$ cat src/rtl/port_arbiter.sv
// Round-robin arbiter feeding a single-entry output buffer for one router output link.
// Grants one requester per cycle whenever the buffer is empty or draining on the same edge.
module port_arbiter #(
    parameter int DATA_WIDTH = 32,
    parameter int NUM_IN     = 5,
    parameter int CNTW       = 16,
    localparam int IDXW      = $clog2(NUM_IN)
) (
    input  logic                         clk,
    input  logic                         rst,
    input  logic [NUM_IN*DATA_WIDTH-1:0] in_data,
    input  logic [NUM_IN-1:0]            in_valid,
    output logic [NUM_IN-1:0]            in_ready,
    output logic [DATA_WIDTH-1:0]        out_data,
    output logic                         out_valid,
    input  logic                         out_ready,
    output logic [IDXW-1:0]              last_grant,
    output logic [CNTW-1:0]              flit_count
);

    logic [IDXW-1:0]       r_ptr;
    logic [IDXW-1:0]       r_last_grant;
    logic [DATA_WIDTH-1:0] r_out_data;
    logic                  r_out_valid;
    logic [CNTW-1:0]       r_flit_count;

    logic [IDXW-1:0]       w_win;
    logic                  w_found;
    logic                  w_can_load;
    logic                  w_load;
    logic                  w_drain;
    logic [DATA_WIDTH-1:0] w_sel_data;

    // Requester index offset positions past base, wrapping at NUM_IN.
    function automatic logic [IDXW-1:0] rr_index(input logic [IDXW-1:0] base, input int offset);
        int sum;
        sum = int'(base) + offset;
        if (sum >= NUM_IN) sum = sum - NUM_IN;
        return sum[IDXW-1:0];
    endfunction

    // NOTE: every variable gets a default before the loop so no latch is inferred.
    always_comb begin
        w_found = 1'b0;
        w_win   = '0;
        // Descending scan: the smallest offset from the pointer is written last and wins.
        for (int k = NUM_IN - 1; k >= 0; k--) begin
            if (in_valid[rr_index(r_ptr, k)]) begin
                w_found = 1'b1;
                w_win   = rr_index(r_ptr, k);
            end
        end
    end

    assign w_can_load = !r_out_valid || out_ready;
    assign w_load     = w_found && w_can_load;
    assign w_drain    = r_out_valid && out_ready;

    always_comb begin
        w_sel_data = in_data[DATA_WIDTH-1:0];
        for (int i = 1; i < NUM_IN; i++) begin
            if (w_win == IDXW'(i)) w_sel_data = in_data[i*DATA_WIDTH +: DATA_WIDTH];
        end
    end

    // Gated by rst so a handshake coinciding with reset assertion is never offered.
    always_comb begin
        in_ready = '0;
        for (int i = 0; i < NUM_IN; i++) begin
            if (rst && w_load && (w_win == IDXW'(i))) in_ready[i] = 1'b1;
        end
    end

    // NOTE: state registers use non-blocking assignments so every flop samples pre-edge values.
    always_ff @(posedge clk or negedge rst) begin
        if (!rst) begin
            r_out_data   <= '0;
            r_out_valid  <= 1'b0;
            r_last_grant <= '0;
            r_ptr        <= '0;
        end else if (w_load) begin
            r_out_data   <= w_sel_data;
            r_out_valid  <= 1'b1;
            r_last_grant <= w_win;
            r_ptr        <= (w_win == IDXW'(NUM_IN - 1)) ? '0 : w_win + IDXW'(1);
        end else if (w_drain) begin
            r_out_valid  <= 1'b0;
        end
    end

    always_ff @(posedge clk or negedge rst) begin
        if (!rst) begin
            r_flit_count <= '0;
        end else if (w_drain && (r_flit_count != '1)) begin
            r_flit_count <= r_flit_count + CNTW'(1);
        end
    end

    assign out_data   = r_out_data;
    assign out_valid  = r_out_valid;
    assign last_grant = r_last_grant;
    assign flit_count = r_flit_count;

endmodule

$ cat config.mk
export PLATFORM = sky130hd
export DESIGN_NAME = port_arbiter
export DESIGN_NICKNAME = d
export VERILOG_FILES = /design/src/rtl/port_arbiter.sv
export SDC_FILE = /design/constraint.sdc
export NUM_CORES = 1
export LEC_CHECK = 0
export CAP_MARGIN = 20
export CORE_AREA = 2 2 88 132
export DETAILED_ROUTE_END_ITERATION = 12
export DIE_AREA = 0 0 90 134
export PLACE_DENSITY = 0.78
export SYNTH_ARGS = -nofsm -noshare
export SYNTH_HDL_FRONTEND = slang
export SYNTH_SLANG_ARGS = --single-unit
$ cat constraint.sdc
create_clock -name clk -period 7 [get_ports clk]
set_input_delay 1.4 -clock clk [delete_from_list [all_inputs] [get_ports clk]]
set_output_delay 1.4 -clock clk [all_outputs]
set_load 0.1 [all_outputs]
; Yosys cells after proc, flatten, opt, wreduce, memory -nomap -nowiden
; Index checks and enable logic that the tools add are counted.
[totals]
regBits = 55
inputBits = 168
output_inout_bits = 57
[op_classes]
addsub = 11
order_cmp = 10
eq_ne = 5
mux = 37
reduce_logical = 13
[op_table]
columns = operator, count
row1 = 32-bit 2-to-1 mux, 4
row2 = 3-bit 2-to-1 mux, 11
row3 = 3-bit by 4-bit less-than comparator with 1-bit output (second input constant), 5
row4 = 1-bit 2-to-1 mux, 17
row5 = 16-bit by 1-bit adder with 16-bit output (second input constant), 1
row6 = 4-bit by 3-bit greater-or-equal comparator with 1-bit output (second input constant), 4
row7 = 16-bit != test (second input constant), 1
row8 = 1-bit binary-select mux with 3-bit select, 5
row9 = 3-bit subtractor (second input constant), 5
row10 = 1-bit logical AND, 9
row11 = 3-bit by 2-bit adder with 4-bit output (second input constant), 2
row12 = 3-bit by 2-bit == test with 1-bit output (second input constant), 2
row13 = 3-bit by 1-bit adder with 4-bit output (second input constant), 1
row14 = 3-bit by 3-bit adder with 4-bit output (second input constant), 1
row15 = 3-bit by 1-bit adder with 3-bit output (second input constant), 1
row16 = 3-bit by 1-bit == test with 1-bit output (second input constant), 1
row17 = 3-bit == test (second input constant), 1
row18 = 3-bit greater-or-equal comparator (second input constant), 1
row19 = 3-bit zero test, 1
row20 = 2-bit nonzero test, 1
row21 = 1-bit zero test, 1
row22 = 1-bit logical OR, 1

; Depth between registers and ports, before layout
[logic_depth]
ltp_word = 15
depth_mapped = 24
mapped_depth_nobuf = 20

; Worst setup path after synthesis
; Ideal clock, no wire load.
[synth_timing]
path_type = reg-to-output
start = register r_ptr[0]
end = output port in_ready[4]
t_arrival_ps = 5687
t_required_ps = 5600
setup_slack_ps = -87
path_stages_with_launch = 16
path_buffers = 2
cell_sequence = dfrtp_1 buf_2 inv_2 ha_1 ha_1 clkbuf_1 a21oi_2 mux2_2 a32oi_1 and3_1 mux2i_1 mux2_2 a221oi_1 ha_1 inv_1 nor3_1
[synth_between]
elab_chain_cells = 14
elab_cells_between_ends = 44
cone_classes = 9 x add/sub / 5 x order compare / 1 x eq/ne / 26 x mux / 3 x reduce/logical
[synth_rtl]
columns = element, line
row1 = start: declaration, 21  ; logic [IDXW-1:0] r_ptr;
row2 = start signal: assignment, 85  ; r_ptr <= (w_win == IDXW'(NUM_IN - 1)) ? '0 : w_win + IDXW'(1);
row3 = branches (longest 12 deep; another with 3-bit by 3-bit adder with 4-bit output), -
row4 = 1-bit logical AND *, 70  ; if (rst && w_load && (w_win == IDXW'(i))) in_ready[i] = 1'b1;
row5 = 1-bit 2-to-1 mux *, 70
row6 = end: declaration, 13  ; output logic [NUM_IN-1:0] in_ready,
; Every way passes the cells marked *. The select of a mux whose other input is x is not followed.

; Final worst setup path
[layout_timing]
start = register r_ptr[1]
end = output port in_ready[2]
[layout_between]
elab_chain_cells = 14
elab_cells_between_ends = 44
cone_classes = 9 x add/sub / 5 x order compare / 1 x eq/ne / 26 x mux / 3 x reduce/logical
[layout_rtl]
columns = element, line
row1 = branches (longest 12 deep; another with 3-bit by 3-bit adder with 4-bit output), -
row2 = 1-bit logical AND *, 70
row3 = 1-bit 2-to-1 mux *, 70
; Marked as above.

==> flow_summary_export.csv <==
group,metric,value,unit
die,coreArea,10900,um2
setup_path,cp-start-kind,"register",
sta,fin_crit_sh,93.2,%
grt,grt_pass1_wl,27900,um
logic_synthesis,netlist_instances,542,
setup_path,crit_top_cell,"ha_1",
clocking,cts_root_buffer,"clkbuf_16",
setup_path,endpoint_kind,"output port",
setup_path,cp.arrival,5.12,ns
logic_synthesis,synth_top_area_share,31.5,%
route,wl_per_cell,19.7,um
finish,drive_above_1_share,6.26,%
run,drv_cap,0,
setup_path,required,5.60,ns
placement,place_area,6740,um2
die,die_w,90,um
setup_path,cp.buffers_inverters,4,
logic_synthesis,syn_avg_cell_area,8.07,um2
grt,grt_max_degree,65,
sta,hold_viol_final,0,
route,dr.pass1.iters,5,
placement,gp_congestion,0.958,
grt,track_usage,28.9,%
placement,dpl.hpwl,14000,um
clocking,cts_sinks,55,
clocking,clock_path_buffers,2,
logic_synthesis,synth_edf_count,0,
logic_synthesis,yosysMostFrequentCell,"nor2_1",
sta,fmax,153,MHz
logic_synthesis,synth_area_leaders,"dfrtp_1 (31%), a21oi_1 (8.1%), nor2_1 (7.2%)",
finish,n_antenna_cell,0,
logic_synthesis,synth_area,4370,um2
logic_synthesis,synth_cell_types,66,
grt,grt_overflow_total,0,
sta,fin_tns_setup,0,ns
sta,slew_headroom,29.9,%
hold_path,min_path_type,"register to register",
logic_synthesis,synth-main-ff-cell,"dfrtp_1",
route,via_per_inst,5.66,
setup_path,cpMaxStageDelayCell,"dfrtp_1",
die,die_y,134,um
clocking,clk-insertion-delay-late,0.30,ns
route,drtIter0Drc,208,
grt,first_global_vias,5281,
status,outcome,"finished clean",
logic_synthesis,yosys.area.top_type,"dfrtp_1",
die,ioPinCount,225,
die,dieArea,12100,um2
logic_synthesis,synth_common_cells,"nor2_1 (84), a21oi_1 (71), dfrtp_1 (55)",
clocking,htree_levels,2,
clocking,ctsResizeCount,0,
route,vias,5082,
grt,antenna_found_initial,0,
sta,skew,0.00412,ns
setup_path,cpPeakStageDelay,0.54,ns
logic_synthesis,ys_warn_count,0,
finish,area_growth,58.0,%
logic_synthesis,synth_seq_cells,55,
clocking,cts_made_buffers,5,
setup_path,critPathTopFamily,"compound AO/OA/AOI/OAI gates",
sta,tightest_slew,1.05,ns
logic_synthesis,syn_nets,725,
route,ant_nets,0,
sta,slew_violations,0,
clocking,cts_tree,"built",
sta,period_needed,6.52,ns
setup_path,cp_max_fo,10,
route,route.detailed.drc,0,
setup_path,crit_chain,"inv_1 -> ha_1 -> ha_1 -> a21oi_2 -> mux2_2 -> a32oi_1 -> and3_1 -> mux2i_1 -> mux2_2 -> a221oi_1 -> buf_4 -> ha_1 -> inv_1 -> a211oi_1 -> a211oi_4 -> nor2_1 -> buf_12",
clocking,clk_pin_slew_worst_paths,0.07,ns
route,totalWireLength,17700,um
finish,fin_nets,933,
clocking,cts-hold-fix-buffers,0,
sta,grt_setup_unrepaired,"false",
clocking,postCtsSetupBuffers,0,
logic_synthesis,ys_seq_area_share,31.5,%
finish,stdcell_area,6910,um2
setup_path,criticalPathCategory,"register to output port",
logic_synthesis,synthArstFlopShare,100,%
sta,setup_viol,0,
placement,io_buffers,224,
die,start_util,40.0,%
die,num_rows,47,
==> layout make-up <==
| cell class | instances | area [um2] |
|---|---|---|
| Clock buffer | 5 | 125 |
| Multi-Input combinational cell | 436 | 2780 |
| Fill cell | 995 | 4030 |
| Sequential cell | 55 | 1380 |
| Inverter | 16 | 60.1 |
| Clock inverter | 3 | 47.5 |
| Timing Repair Buffer | 236 | 2340 |
| Tap cell | 147 | 184 |
==> kinds of logic (layout without fill, tap and decap cells) <==
family | count (synthesis) | in the layout | share of synthesized area, %
mux | 11 | 11 | 2.92
flops | 55 | 55 | 31.5
xor+xnor | 18 | 18 | 3.60
compound gates | 162 | 162 | 24.3
simple gates | 230 | 230 | 27.6
buf+inv | 51 | 260 | 5.61
fa+ha+maj | 15 | 15 | 4.46
==> metal layers <==
| layer | routed length, um | up-vias | track usage [%] |
|---|---|---|---|
| met2 | 9420 | 207 | 54.0 |
| met1 | 6240 | 2439 | 30.1 |
| li1 | - | 2384 | - |
| met3 | 1140 | 52 | 6.69 |
| met4 | 912 | 0 | 14.4 |
| met5 | 0 | - | 0 |
==> through the flow <==
stage / util, % / hold slack, ns / setup WS, ns / instances
after global placement: 61.6 / 0.478 / 0.767 / 890
after CTS: 63.2 / 0.496 / 0.473 / 898
after detailed placement: 61.6 / 0.481 / 0.677 / 890
final: 63.2 / 0.493 / 0.478 / 898
after floorplan: - / 0.739 / 0.162 / 542
after global routing: 63.2 / 0.519 / 0.0928 / 898
==> flip-flops by register name, indices dropped and copies added, names as in the netlist <==
signal      count
last_grant      3
flit_count     16
r_ptr           3
out_data       32
out_valid       1
==> placed cells by master (no fill, tap or decap), drive strengths merged, types with 2 or more instances in the layout <==
| cell | Yosys | final |
|---|---|---|
| nand3 | 10 | 10 |
| inv | 15 | 16 |
| dfrtp | 55 | 55 |
| and3 | 7 | 7 |
| nand2b | 6 | 6 |
| a221o | 2 | 2 |
| mux2 | 4 | 4 |
| nand4 | 6 | 6 |
| ha | 14 | 14 |
| mux2i | 6 | 6 |
| a2111o | 2 | 2 |
| a22oi | 2 | 2 |
| xor2 | 3 | 3 |
| and2 | 4 | 4 |
| nor3b | 2 | 2 |
| a211oi | 10 | 10 |
| clkdlybuf4s50 | 0 | 218 |
| a21oi | 72 | 72 |
| o21ai | 8 | 8 |
| nand2 | 31 | 31 |
| nor2 | 84 | 84 |
| clkinv | 1 | 2 |
| or4 | 30 | 30 |
| o21a | 3 | 3 |
| clkbuf | 16 | 5 |
| nor3 | 6 | 6 |
| a32oi | 2 | 2 |
| xnor2 | 15 | 15 |
| a21o | 5 | 5 |
| o31ai | 2 | 2 |
| nor2b | 34 | 34 |
| and4 | 3 | 3 |
| o221ai | 2 | 2 |
| buf | 19 | 18 |
| o22a | 2 | 2 |
| o22ai | 36 | 36 |
| or2 | 3 | 3 |
| a221oi | 2 | 2 |
==> path summary, 6_finish.rpt <==
kind | slack [ns] | cells past startpoint | end | startpoint
max in group asynchronous | 5.01 | 2 | out_data[17] | rst
hold / removal | 0.49 | 1 | flit_count[11] | flit_count[11]
hold reg to reg | 0.49 | 1 | flit_count[11] | flit_count[11]
setup / recovery | 0.48 | 17 | in_ready[2] | r_ptr[1]
min in group asynchronous | 1.13 | 1 | r_ptr[1] | rst
setup reg to reg | 1.44 | 19 | out_data[19] | r_ptr[1]
Power is not shown: default switching activity piles up to over one toggle a cycle in this logic, so the estimate is an artifact.
==> variant (same flow settings) <==
The parameter `DATA_WIDTH` goes from 32 to 16.
--- a/src/rtl/port_arbiter.sv
+++ b/src/rtl/port_arbiter.sv
@@ -3,3 +3,3 @@
 module port_arbiter #(
-    parameter int DATA_WIDTH = 32,
+    parameter int DATA_WIDTH = 16,
     parameter int NUM_IN     = 5,
Interface: changed (resized in_data and out_data); port bits go from 225 to 129. The function was not compared with the original's and may differ.
==> variant against the original RTL <==
- cell area decreased by 22%
- count of clock-buffer cells in the layout up 1
- critical path depth down 1
- clock skew about the same
- wire length down 30%
- synthesized area decreased by 11%
- setup slack improved by 260 ps
- sequential cell count shrank 16
- maximum frequency rose by 4.1%
- register-to-register slack improved by 510 ps
- die area unchanged
Power is left out: the tool's default activity adds up to more than one toggle a clock period on the data nets, which glitch-free logic cannot reach.
==> variant: results <==
group,metric,value,unit
global_routing,grt_start_max_net_pins,46,
synthesis,yosysSeqAreaShare,25.16,%
cts,clockRootBuffer,"clkbuf_16",
global_routing,grt_pass1_wl,20.11,mm
place,dp_hpwl,9.423,mm
place,port_buffers,128,
cts,post_cts_buffers,0,
routing,vias_per_cell,5.646,
cts,numCtsBuffers,5,
cts,htree_levels,2,
synthesis,synthAdderAreaFrac,5.032,%
routing,dr.pass1.iters,4,
synthesis,synth.area.top_cells,"dfrtp_1, ha_1, a31oi_1, xnor2_1, buf_6",
cts,clkTransAtPathRegs,60,ps
layout,diodes,0,
outcome,status,"finished clean",
global_routing,track_usage,20.35,%
layout,layout.nets,641,
worst_setup_path,crit_family,"compound AO/OA/AOI/OAI gates",
synthesis,synth_fp_nets,530,
synthesis,yosys-mux-area-fraction,5.387,%
synthesis,synth_compound_area_share,27.45,%
layout,drive_gt1_share,12.99,%
worst_setup_path,r2r_setup_slack,1950,ps
sta,relSlewSlack,30.10,%
worst_setup_path,crit_arrival,4870,ps
cts,clock_latency,290,ps
cts,clockBufferDepth,2,
global_routing,antenna_found_initial,0,
place,place.gp.congestion,0.9319,
hold_path,worstHoldPathType,"reg2reg",
routing,wirelength,12.42,mm
synthesis,yosysUniqueCellTypes,86,
routing,drt_iter0_drc,149,
worst_setup_path,critPathMaxFanout,14,
worst_setup_path,critPathMaxStageDelay,680,ps
global_routing,grt_pass1_vias,3945,
cts,post_cts_resized,0,
synthesis,synthTopCellsByCount,"dfrtp_1, nand2_1, a31oi_1, a21oi_1, nor2_1",
synthesis,synth_edf_count,0,
sta,fin_skew,4.533,ps
synthesis,ys_async_sr_fraction,100.0,%
worst_setup_path,critPathSlowestCell,"dfrtp_1",
synthesis,yosysWarnings,0,
synthesis,synthXorXnorAreaFrac,4.065,%
variant: cell types whose count changed after synthesis, moves of 16 or more:
cell / delta
nor2_1: -67
a21oi_1: -54
o22ai_1: -32
or4_1: -29
a31oi_1: +23
nor2b_1: -20
dfrtp_1: -16
variant: final timing paths:
kind / start / end / cells after the start
setup reg to reg: r_ptr[1] / out_data[15] / 19
max in group asynchronous: rst / out_data[8] / 2
setup / recovery: r_ptr[1] / in_ready[2] / 16
hold reg to reg: last_grant[2] / last_grant[2] / 2
hold / removal: last_grant[2] / last_grant[2] / 2
min in group asynchronous: rst / flit_count[9] / 2
variant: cell families (layout without fill, tap and decap cells):
kind of cell	after synthesis	in the layout
simple gates	158	158
compound gates	134	134
xor+xnor	18	18
buf+inv	48	160
flops	39	39
fa+ha+maj	15	15
mux	15	15
variant: worst reg2reg max path: cells and delay by family (launching register included):
kind	cells	cell delay (ps)
compound gates	9	2100
fa+ha+maj	3	920
buf+inv	3	690
flops	1	680
mux	1	80
simple gates	3	490
variant: per-stage QoR:
stage	std cells	instance area, um2	hold WS, ps	setup WS [ps]	utilization (%)
final	686	5358	493.1	734.0	48.98
after CTS	685	5343	501.5	724.8	48.84
after detailed placement	677	5154	488.0	902.3	47.12
after global routing	686	5358	518.0	416.0	48.98
after global placement	677	5154	464.2	1005	47.12
after floorplan	427	3879	779.8	449.0	-
variant: cell type report:
type	count	area, um2
clock buffer	6	128.9
sequential	39	975.9
multi-input combinational	340	2580
tap	147	183.9
fill	1013	5580
timing repair buffer	136	1369
inverter	16	60.06
clock inverter	2	60.06
variant: metal layers:
metal  vias up  global-route usage [%]  part of all wire, %
met2       151                   36.97                   52
met1      1871                   22.55                   39
met3        34                   4.101                  5.6
li1       1817                       -                    -
met5         -                       0                    0
met4         0                   9.915                  3.6
